[config.mk]
export PLATFORM = sky130hd
export DESIGN_NAME = hermes_local_sink
export DESIGN_NICKNAME = d
export VERILOG_FILES = /design/src/rtl/hermes_local_sink.sv
export SDC_FILE = /design/constraint.sdc
export NUM_CORES = 1
export LEC_CHECK = 0
export CAP_MARGIN = 20
export CORE_ASPECT_RATIO = 0.7
export CORE_MARGIN = 1.5
export CORE_UTILIZATION = 51
export CTS_CLUSTER_SIZE = 12
export DETAILED_ROUTE_END_ITERATION = 6
export PLACE_DENSITY = 0.87
export SYNTH_ARGS = -nofsm -noshare
export SYNTH_HDL_FRONTEND = slang
export SYNTH_SLANG_ARGS = --single-unit
[constraint.sdc]
create_clock -name clk -period 3.25 [get_ports clk]
set_input_delay 0.325 -clock clk [delete_from_list [all_inputs] [get_ports clk]]
set_output_delay 0.325 -clock clk [all_outputs]
set_load 0.01 [all_outputs]
[src/rtl/hermes_local_sink.sv]
// HermesNoC local-port traffic sink: credit-controlled flit intake,
// packet parsing/checking and per-packet latency/statistics report.
module hermes_local_sink #(
   parameter int X_ADDR    = 0,
   parameter int Y_ADDR    = 0,
   parameter int CNT_WIDTH = 16
) (
   input  logic                 clk,
   input  logic                 rst_n,
   input  logic                 rx_i,
   input  logic [31:0]          data_i,
   output logic                 credit_o,
   input  logic                 stall_i,
   input  logic [31:0]          time_i,
   output logic                 pkt_valid_o,
   output logic [15:0]          pkt_src_o,
   output logic [31:0]          pkt_size_o,
   output logic [31:0]          pkt_num_o,
   output logic [31:0]          pkt_latency_o,
   output logic                 err_dest_o,
   output logic                 err_payload_o,
   output logic                 err_size_o,
   output logic [CNT_WIDTH-1:0] pkt_count_o,
   output logic [CNT_WIDTH-1:0] err_count_o
);

   typedef enum logic [2:0] {
      S_HEADER,
      S_SIZE,
      S_TSTAMP,
      S_PKTNUM,
      S_PAYLOAD
   } state_t;

   state_t state, state_nx;

   logic        acc;
   logic        tail;
   logic        pay_mis;
   logic        fin_pay;
   logic        fin_size_err;
   logic        fin_any_err;
   logic [31:0] fin_size;
   logic [31:0] fin_num;
   logic [31:0] fin_lat;

   logic [31:0] idx;
   logic [31:0] size_r;
   logic [31:0] num_r;
   logic [31:0] lat_r;
   logic [15:0] src_r;
   logic        dest_err_r;
   logic        pay_err_r;

   assign acc = rx_i && credit_o;

   always_ff @(posedge clk) begin
      if (!rst_n) state <= S_HEADER;
      else        state <= state_nx;
   end

   // fin_* carry this cycle's flit so a tail flit reports its own data
   always_comb begin
      state_nx = state;
      tail     = 1'b0;
      pay_mis  = 1'b0;
      fin_size = size_r;
      fin_num  = num_r;
      fin_lat  = lat_r;
      unique case (state)
         S_HEADER: begin
            if (acc) state_nx = S_SIZE;
         end
         S_SIZE: begin
            fin_size = data_i;
            if (acc) begin
               if (data_i == 32'd0) begin
                  tail     = 1'b1;
                  state_nx = S_HEADER;
               end else begin
                  state_nx = S_TSTAMP;
               end
            end
         end
         S_TSTAMP: begin
            fin_lat = time_i - data_i;
            if (acc) begin
               if (size_r == 32'd1) begin
                  tail     = 1'b1;
                  state_nx = S_HEADER;
               end else begin
                  state_nx = S_PKTNUM;
               end
            end
         end
         S_PKTNUM: begin
            fin_num = data_i;
            if (acc) begin
               if (size_r == 32'd2) begin
                  tail     = 1'b1;
                  state_nx = S_HEADER;
               end else begin
                  state_nx = S_PAYLOAD;
               end
            end
         end
         S_PAYLOAD: begin
            pay_mis = (data_i != idx - 32'd1);
            if (acc && idx == size_r + 32'd1) begin
               tail     = 1'b1;
               state_nx = S_HEADER;
            end
         end
         default: state_nx = S_HEADER;
      endcase
   end

   assign fin_pay      = pay_err_r | (acc & pay_mis);
   assign fin_size_err = (fin_size < 32'd2);
   assign fin_any_err  = dest_err_r | fin_pay | fin_size_err;

   always_ff @(posedge clk) begin
      if (!rst_n) begin
         credit_o      <= 1'b0;
         pkt_valid_o   <= 1'b0;
         pkt_src_o     <= '0;
         pkt_size_o    <= '0;
         pkt_num_o     <= '0;
         pkt_latency_o <= '0;
         err_dest_o    <= 1'b0;
         err_payload_o <= 1'b0;
         err_size_o    <= 1'b0;
         pkt_count_o   <= '0;
         err_count_o   <= '0;
         idx           <= '0;
         size_r        <= '0;
         num_r         <= '0;
         lat_r         <= '0;
         src_r         <= '0;
         dest_err_r    <= 1'b0;
         pay_err_r     <= 1'b0;
      end else begin
         credit_o    <= ~stall_i;
         pkt_valid_o <= tail;
         if (acc) begin
            idx <= idx + 32'd1;
            case (state)
               S_HEADER: begin
                  idx        <= 32'd1;
                  src_r      <= data_i[31:16];
                  dest_err_r <= (data_i[15:8] != 8'(X_ADDR))
                              || (data_i[7:0] != 8'(Y_ADDR));
                  pay_err_r  <= 1'b0;
                  size_r     <= '0;
                  num_r      <= '0;
                  lat_r      <= '0;
               end
               S_SIZE:    size_r    <= data_i;
               S_TSTAMP:  lat_r     <= fin_lat;
               S_PKTNUM:  num_r     <= data_i;
               S_PAYLOAD: pay_err_r <= fin_pay;
               default: ;
            endcase
         end
         if (tail) begin
            idx           <= '0;
            pkt_src_o     <= src_r;
            pkt_size_o    <= fin_size;
            pkt_num_o     <= fin_num;
            pkt_latency_o <= fin_lat;
            err_dest_o    <= dest_err_r;
            err_payload_o <= fin_pay;
            err_size_o    <= fin_size_err;
            if (!(&pkt_count_o))
               pkt_count_o <= pkt_count_o + CNT_WIDTH'(1);
            if (fin_any_err && !(&err_count_o))
               err_count_o <= err_count_o + CNT_WIDTH'(1);
         end
      end
   end

endmodule
======== After elaboration in Yosys (flattened, before gate mapping) ========
Cells that the tools add are included.
operators by class
  $add $sub $neg .......................... 6
  magnitude comparators ................... 1
  equality and inequality tests ........... 13
  mux-type cells .......................... 26
  bitwise gates (word level) .............. 7
  reductions and logical operators ........ 24
operators with widths
  cell                                                                           count
  32-bit one-hot mux with 2 select lines                                         3
  32-bit 2-to-1 mux                                                              4
  32-bit by 1-bit adder with 32-bit output, second input constant                2
  16-bit by 1-bit adder with 16-bit output, second input constant                2
  32-bit by 1-bit == test with 1-bit output, second input constant               1
  32-bit by 2-bit == test with 1-bit output, second input constant               1
  32-bit == test                                                                 1
  32-bit zero test                                                               1
  32-bit by 2-bit less-than comparator with 1-bit output, second input constant  1
  32-bit != test                                                                 1
  16-bit AND reduction                                                           2
  32-bit by 1-bit subtractor with 32-bit output, second input constant           1
  32-bit subtractor                                                              1
  3-bit 2-to-1 mux                                                               6
  8-bit nonzero test                                                             2
  3-bit one-hot mux with 5 select lines                                          1
  2-bit AND reduction                                                            7
  2-bit != test, second input constant                                           5
  1-bit 2-to-1 mux                                                               8
  2-bit nonzero test                                                             4
  3-bit by 2-bit == test with 1-bit output, second input constant                2
  5-bit AND reduction                                                            1
  2-bit 2-to-1 mux                                                               2
  1-bit one-hot mux with 4 select lines                                          1
  other kinds (11)                                                               17
storage, ports and cells
  bits in registers ....................... 298
  output and inout bits ................... 149
  word-level logic and storage cells ...... 96

======== Logic depth before layout (Yosys ltp) ========
Gate-level depths: netlist of run 1.
  depth after elaboration ................. 9
  mapped depth ............................ 16
  gate-level depth less buffers ........... 13

======== Worst setup path before layout of run 1 ========
OpenSTA, ideal clock, no wires.
  path kind ............................... reg2reg
  from .................................... register idx[0]
  to ...................................... register err_count_o[11]
  setup time .............................. 0.115 ns
  arrival time ............................ 3.418 ns
  required time ........................... 3.135 ns
  slack ................................... -0.282 ns
  cell stages (with the launch flop) ...... 17
  buffers on the path ..................... 4
  clock period less this slack ............ 3.532 ns
  cells stage by stage .................... dfxtp_1 clkbuf_1 inv_1 ha_1 or3b_2 clkbuf_1 or3_1 buf_2 nand3_1 a21oi_1 o31a_1 o22a_1 a31o_2 a211oi_4 buf_6 a31oi_1 o21a_1
on the way
  word-level cells in the longest chain between the ends .. 9
  elaborated cells between the ends (all ways) .. 13
  classes of those cells .................. add/sub (1); eq/ne (2); mux (3); bitwise (4); reduce/logical (3)
RTL lines
  item                                           line  RTL
  start, declared                                47    logic [31:0] idx;
  start signal, assigned                         146   idx <= idx + 32'd1;
  32-bit by 1-bit subtractor with 32-bit output  108   pay_mis = (data_i != idx - 32'd1);
  32-bit != test                                 108
  1-bit 2-to-1 mux                               70    unique case (state)
  1-bit AND                                      118   assign fin_pay = pay_err_r | (acc & pay_mis);
  1-bit bitwise OR                               118
  1-bit bitwise OR (2 in series)                 120   assign fin_any_err = dest_err_r | fin_pay | fin_size_err;
  1-bit logical AND                              176   if (fin_any_err && !(&err_count_o))
  2-bit AND reduction (no source line) (*)       -
  end signal, assigned                           177   err_count_o <= err_count_o + CNT_WIDTH'(1);
  end, declared                                  24    output logic [CNT_WIDTH-1:0] err_count_o
Mark *: on every way between the ends. The rest lies on a longest branch, timed or not.
A chain may end at the register's enable or synchronous reset.

======== Worst setup path in the final report of run 1 ========
  from .................................... register size_r[0]
  to ...................................... register idx[1]
on the way
  word-level cells in the longest chain between the ends .. 6
  elaborated cells between the ends (all ways) .. 12
  classes of those cells .................. add/sub (1); eq/ne (3); mux (6); reduce/logical (2)
RTL lines
  item                                       line  RTL
  start, declared                            48    logic [31:0] size_r;
  start signal, assigned                     158   S_SIZE: size_r <= data_i;
  32-bit by 1-bit adder with 32-bit output   109   if (acc && idx == size_r + 32'd1) begin
  32-bit == test                             109
  1-bit logical AND                          109
  1-bit 2-to-1 mux                           109
  1-bit one-hot mux with 4 select lines (*)  70
  2-bit OR reduction (no source line) (*)    -
Marks and branches as above.

==> results of run 1 <==
==> cells by family after synthesis <==
kind of cell,share of synthesized area (%)
buffers and inverters,5.938
adder cells (fa/ha/maj),2.906
XOR/XNOR,6.216
AND/OR/NAND/NOR,25.48
AO/OA/AOI/OAI,21.58
multiplexers,2.884
flip-flops,34.99
==> power breakdown <==
part	internal (W)	total [W]	switching (W)
sequential	0.00368	0.00371	0.0000252
combinational	0.000547	0.00120	0.000657
clock	0.00182	0.00328	0.00146
==> synthesized netlist by cell type (17+ instances only) <==
cell type | number | share of area, %
nand4_1 | 31 | 1.1
and3_1 | 24 | 0.88
and2_1 | 30 | 1.1
nor2_1 | 99 | 2.2
nor3_1 | 49 | 1.4
o21ai_0 | 66 | 1.9
a31oi_1 | 24 | 0.88
nor2b_1 | 17 | 0.62
nand2_1 | 348 | 7.7
inv_1 | 62 | 1.4
a21boi_0 | 115 | 5.1
o211a_1 | 80 | 4.7
o211ai_1 | 44 | 1.9
a21o_1 | 19 | 0.84
nor4_1 | 38 | 1.4
mux2i_1 | 48 | 2.8
ha_1 | 38 | 2.8
nand3_1 | 141 | 4.1
or3_1 | 18 | 0.66
xor2_1 | 55 | 2.8
nand2b_1 | 26 | 0.95
dfxtp_1 | 298 | 35
xnor2_1 | 66 | 3.4
a21oi_1 | 55 | 1.6
clkbuf_1 | 170 | 3.7
==> routing by layer <==
layer / up-vias / GRT usage [%]
li1: 8263 / -
met1: 8508 / 45.87
met2: 907 / 50.35
met3: 130 / 8.211
met4: 2 / 10.89
met5: - / 0
==> worst max-delay path, delay by kind of cell, from the launching register on <==
| family | cells | cell delay [ns] |
|---|---|---|
| fa+ha+maj | 1 | 0.14 |
| flops | 1 | 0.37 |
| buf+inv | 4 | 0.67 |
| compound gates | 4 | 0.97 |
| simple gates | 5 | 1.07 |
==> timing repair <==
item | 4_1_cts | 5_1_grt
cloned | 0 | 4
gates resized for setup | 26 | 101
buffers inserted | 3 | 5
hold endpoints to repair | 0 | 0
hold buffers | 0 | 0
pin swaps | 6 | 23
setup endpoints to repair | 96 | 150
==> layout make-up <==
| type | count | area share, % |
|---|---|---|
| clock inverter | 3 | 0.06559 |
| multi-input combinational | 1593 | 46.33 |
| tap | 427 | 2.334 |
| sequential | 298 | 26.15 |
| inverter | 63 | 1.055 |
| timing repair buffer | 509 | 20.26 |
| clock buffer | 43 | 3.804 |
==> layout by cell type (no fill, tap or decap), types with 35 or more instances in the layout <==
master and count:
nand2_1 348, dfxtp_1 288, buf_4 267, clkdlybuf4s50_1 215, nand3_1 136, a21boi_0 110, nor2_1 80, o211a_1 80
xnor2_1 66, inv_1 60, o21ai_0 60, xor2_1 55, a21oi_1 48, mux2i_1 47, o211ai_1 44, nor3_1 37
ha_1 36, clkbuf_16 35
==> sequential cells by signal, indices dropped and copies added (netlist names), 3 cells and up <==
name           flops
err_count_o       16
pkt_num_o         32
pkt_count_o       16
pkt_latency_o     32
state              3
num_r             32
idx               32
src_r             16
lat_r             32
size_r            32
pkt_size_o        32
pkt_src_o         16
==> through the flow <==
stage / worst slack [ns] / area [um2] / utilization, % / power [W]
finish: -0.07252 / 22890 / 70.18 / 0.008190
detailed placement: -0.5790 / 21350 / 65.44 / 0.004912
CTS: -0.005042 / 22370 / 68.59 / 0.008156
global route: -0.1511 / 22890 / 70.18 / 0.008438
floorplan: -0.03088 / 17180 / - / 0.004378
global placement: -0.4509 / 21350 / 65.44 / 0.004892
==> worst paths after layout <==
path | start | depth (start not counted) | end | slack (ns)
max | size_r[0] | 14 | idx[1] | -0.07
min | stall_i | 2 | credit_o | 0.28
max reg2reg | size_r[0] | 14 | idx[1] | -0.07
min reg2reg | pkt_src_o[1] | 2 | pkt_src_o[1] | 0.46
==> parameters.txt, run 1 <==
Parameter                              Value

Placed design
  Number of cells in the design after placement ... 2878
  Count of port buffers added during placement ... 216
  GPL Wtd Cong ... 0.9793
  Detailed Place HPWL ... 43950 um

Floorplan
  Row cnt ... 55
  Overall die area ... 34550 um2
  Die Wd ... 221.5 um
  Io pins ... 217
  Initial core utilization ... 52.26%
  Placeable core area ... 32620 um2
  Die outline height ... 156.0 um

Cells and area
  Share of layout cells above drive strength 1 ... 17.74%
  Storage cell area ... 5986 um2
  Total Nets Final ... 2602
  Multi-input gate area ... 10610 um2
  Antenna cells ... 0
  Count of fill cells added during filler insertion ... 2515
  Cell Count, Final, Fillers Out ... 2936
  Layout overhead on the synthesized area ... 34.28%

GRT
  Antenna violations before repair ... 1
  Largest net degree at the start of global routing ... 117
  Vias in the first global route ... 16.61k
  Wire length of the first global-routing pass ... 91630 um
  Grt ovf ... 0
  Overall Global Routing Usage ... 33.11%

Min path
  Class of the tightest hold or removal check ... input pin to flip-flop

STA
  Achievable frequency ... 301.0 MHz
  Worst Slack Setup Final ... -0.07252 ns
  Final hold vios ... 0
  Clock Skew ... 0.02963 ns
  Post-route minimum period ... 3.323 ns
  Count of endpoints failing setup in the final report ... 38
  Unrepaired setup endpoints after global routing ... yes
  Final Slew Violations ... 0
  Worst hold margin ... 0.2786 ns
  Slew at the pin closest to its max-slew limit ... 0.9415 ns
  Setup_tns ... -1.606 ns
  Normalized max-slew margin ... 37.23%
  Post-route fraction of the period consumed by the critical path ... 102.2%

Drt
  Detailed-route DRC error count ... 0
  Detailed route wirelength on metal2 ... 25660 um
  Wire length on met3 ... 6148 um
  Routed length per placed instance ... 20.50 um
  Post-Route WL ... 60190 um
  Vias per cell ... 6.066
  Number of nets still failing antenna checks after routing ... 0
  Top routing layer in use ... met5
  Total iterations of the first detailed-routing run ... 7
  Initial detailed-routing violation count ... 1965
  Wire length the detailed router placed on met1 ... 26330 um
  Total number of vias ... 17.81k

Yosys
  Async set or reset register ratio after synthesis ... 0%
  Sequential share of the synthesized area ... 34.99%
  Flip-flop cell with the highest count after synthesis ... dfxtp_1
  Cell variety after synth ... 77
  Mapped Area ... 17050 um2
  Synthesized netlist cell count ... 2148
  Synthesized area divided by synthesized cell count ... 7.936 um2
  Number of flops mapped to enable cells by yosys ... 0
  Count of state elements after synthesis ... 298
  Net count after synthesis ... 2255
  Yosys Warn Count ... 0

Clock tree
  Clock transition at the register clock pins on the worst setup and hold paths after CTS ... 0.07 ns
  CTS H-tree lvls ... 1
  Num Clock Sinks ... 298
  Clock tree buffer depth ... 3
  Total clock buffers created by CTS ... 30
  Clock root cell ... clkbuf_16
  Clock latency on the worst-skew pair ... 0.59 ns
  CTS tree ... built

Worst setup path
  Worst path cell trace ... ha_4 > nand3_4 > or4_4 > buf_8 > o31a_1 > a31oi_4 > nor4_2 > and4bb_2 > a31oi_4 > buf_6 > buf_6 > nand3_4 > clkbuf_16 > a21oi_1
  Max FO, Critical Path ... 15
  Cell with the largest stage delay on the worst path ... or4_4
  Type of the setup path with the least slack ... flip-flop to flip-flop
  Required time reported for the critical path endpoint ... 3.77 ns
  Startpoint type of the worst setup path ... flip-flop
  Type of destination of the critical path ... flip-flop
  Worst EP arrival ... 3.84 ns
  CP peak stage delay ... 0.53 ns

Job
  Max-cap check violation count ... 0

Status
  Violated checks ... negative setup slack
  Outcome ... finished with violations

Power and ir drop
  Cell Pwr Density ... 357.8 nW/um2
  Leakage Power ... 9.583 nW
  Worst vdd rail ir drop ... 405.2 uV
No activity file was read; power rests on OpenSTA's default activity.
==> run 2, diff against run 1 <==
--- a/config.mk
+++ b/config.mk
@@ -9,9 +9,11 @@
 export CORE_ASPECT_RATIO = 0.7
 export CORE_MARGIN = 1.5
 export CORE_UTILIZATION = 51
+export CTS_CLUSTER_DIAMETER = 150
 export CTS_CLUSTER_SIZE = 12
 export DETAILED_ROUTE_END_ITERATION = 6
 export PLACE_DENSITY = 0.87
+export SKIP_CTS_REPAIR_TIMING = 1
 export SYNTH_ARGS = -nofsm -noshare
 export SYNTH_HDL_FRONTEND = slang
 export SYNTH_SLANG_ARGS = --single-unit
==> run 2 against run 1 <==
Effect of this change: the flow finishes with violations (design-rule violations, negative setup slack); flip-flop and latch count stayed put; total power is 3.8% lower; die area is the same; register-to-register slack hardly changed; critical endpoint is now err_count_o[11]; highest routed layer unchanged; critical path depth shrank 2; non-clock buffer count shrank 2; combinational power hardly changed; sequential share of layout area increased by 0.30 points; sequential power barely moved; utilization down 0.91 points; worst hold slack better by 0.039 ns; largest cell class unchanged.
==> parameters.txt, run 2 (synthesized netlist as in run 1, its figures left out) <==
Parameter                              Value

STA
  Unrepaired setup endpoints after global routing ... yes
  Final Slew Violations ... 0
  Clock Skew ... 0.01496 ns
  Normalized max-slew margin ... 37.32%
  Achievable frequency ... 301.5 MHz
  Post-route minimum period ... 3.317 ns
  Final hold vios ... 0
  Post-route fraction of the period consumed by the critical path ... 102.1%
  Worst Slack Setup Final ... -0.06683 ns
  Count of endpoints failing setup in the final report ... 7
  Slew at the pin closest to its max-slew limit ... 0.9403 ns

GRT
  Vias in the first global route ... 16.38k
  Wire length of the first global-routing pass ... 90870 um
  Antenna violations before repair ... 1
  Overall Global Routing Usage ... 32.84%
  Largest net degree at the start of global routing ... 117
  Grt ovf ... 0

Status
  Violated checks ... design-rule violations, negative setup slack
  Outcome ... finished with violations

Floorplan
  Overall die area ... 34550 um2
  Die Wd ... 221.5 um
  Die outline height ... 156.0 um
  Row cnt ... 55
  Io pins ... 217
  Initial core utilization ... 52.26%
  Placeable core area ... 32620 um2

Power and ir drop
  Fraction of power consumed by combinational cells ... 15.2%
  Sequential group share of total power ... 47.1%
  Worst vdd rail ir drop ... 336.2 uV
  Cell Pwr Density ... 348.6 nW/um2
  Leakage Power ... 9.545 nW
  Cell-internal power ... 0.005808 W
  Power share of the clock group ... 37.7%
  Net switching power ... 0.002069 W
  Switching portion of total power ... 26.27%

Worst setup path
  Required time reported for the critical path endpoint ... 3.71 ns
  Type of destination of the critical path ... flip-flop
  Worst Setup SP ... idx[1]
  Worst EP arrival ... 3.77 ns
  Startpoint type of the worst setup path ... flip-flop
  Type of the setup path with the least slack ... flip-flop to flip-flop
  Reg-to-Reg Start ... idx[1]
  Max FO, Critical Path ... 24

Clock tree
  Num Clock Sinks ... 298
  Clock latency on the worst-skew pair ... 0.57 ns
  Clock transition at the register clock pins on the worst setup and hold paths after CTS ... 0.06 ns
  Clock tree buffer depth ... 3
  Total clock buffers created by CTS ... 28
  Clock root cell ... clkbuf_16
  CTS tree ... built
  CTS H-tree lvls ... 1

Cells and area
  Layout overhead on the synthesized area ... 32.54%
  Antenna cells ... 0
  Commonest non-fill, non-tap cells in the layout ... nand2_1 (348), dfxtp_1 (289), buf_4 (266)
  Total Nets Final ... 2599
  Leading cell type in the layout, fill and taps excluded ... nand2_1
  Final design utilization ... 69.27%
  Area of all placed cells without fillers ... 22590 um2
  Share of layout cells above drive strength 1 ... 16.65%

Drt
  Number of nets still failing antenna checks after routing ... 0
  Routed length per placed instance ... 20.54 um
  Initial detailed-routing violation count ... 1983
  Total number of vias ... 17.75k
  Vias per cell ... 6.081
  Total iterations of the first detailed-routing run ... 7
  Detailed-route DRC error count ... 2
  Post-Route WL ... 59970 um

Min path
  Class of the tightest hold or removal check ... input pin to flip-flop
  Worst hold start ... stall_i

Placed design
  Placed instance area ... 21350 um2
  Count of port buffers added during placement ... 216
  GPL Wtd Cong ... 0.9793
  Detailed Place HPWL ... 43950 um

Job
  Max-cap check violation count ... 0
-- run 2: worst max-delay path, cell delays in order, from the launching register on --
cell       delay [ns]
dfxtp_1          0.36
or4_1            0.52
buf_4            0.19
or3_1            0.31
nand3_1          0.20
o2111ai_1        0.16
or4_1            0.46
nor4_2           0.18
a31o_4           0.22
a211oi_4         0.07
buf_12           0.18
and4_1           0.19
o21a_1           0.17
-- run 2: layer usage --
metal / GRT usage (%) / up-vias / part of all wire (%)
met5: 0 / - / 0.022
met4: 10.21 / 2 / 3.3
met3: 7.100 / 126 / 10
met2: 49.93 / 897 / 42
met1: 46.39 / 8483 / 44
li1: - / 8241 / -
-- run 2: stage by stage --
| step | TNS [ns] | std cells | hold slack, ns | total power (W) | worst slack, ns |
|---|---|---|---|---|---|
| 2_1_floorplan | -0.1021 | 2148 | 0.3966 | 0.004378 | -0.03088 |
| 3_3_place_gp | -33.39 | 2878 | 0.4381 | 0.004892 | -0.4509 |
| 3_5_place_dp | -51.79 | 2878 | 0.4533 | 0.004912 | -0.5790 |
| 4_1_cts | -7.095 | 2908 | 0.2931 | 0.007834 | -0.2231 |
| 5_1_grt | -1.810 | 2919 | 0.3235 | 0.008109 | -0.1599 |
| 6_report | -0.2473 | 2919 | 0.3180 | 0.007877 | -0.06683 |
-- run 2: power groups by stage --
stage	clock (W)	combinational (W)	sequential (W)
6_report	0.00297	0.00120	0.00371
2_1_floorplan	0	0.000594	0.00378
3_5_place_dp	0	0.00113	0.00379
4_1_cts	0.00299	0.00113	0.00371
5_1_grt	0.00313	0.00127	0.00371
3_3_place_gp	0	0.00111	0.00379
-- run 2: layout make-up --
| type | count | area [um2] |
|---|---|---|
| timing repair buffer | 507 | 4586 |
| fill | 2560 | 10020 |
| multi-input combinational | 1594 | 10520 |
| tap | 427 | 534.3 |
| sequential | 298 | 5977 |
| clock buffer | 30 | 739.5 |
| inverter | 63 | 241.5 |
-- run 2: worst paths after layout --
path                                    endpoint  slack, ns  cells after the start
worst max-delay path             err_count_o[11]      -0.07                     12
worst min-delay path                    credit_o       0.32                      2
worst max register to register   err_count_o[11]      -0.07                     12
worst min register to register  pkt_latency_o[0]       0.46                      2
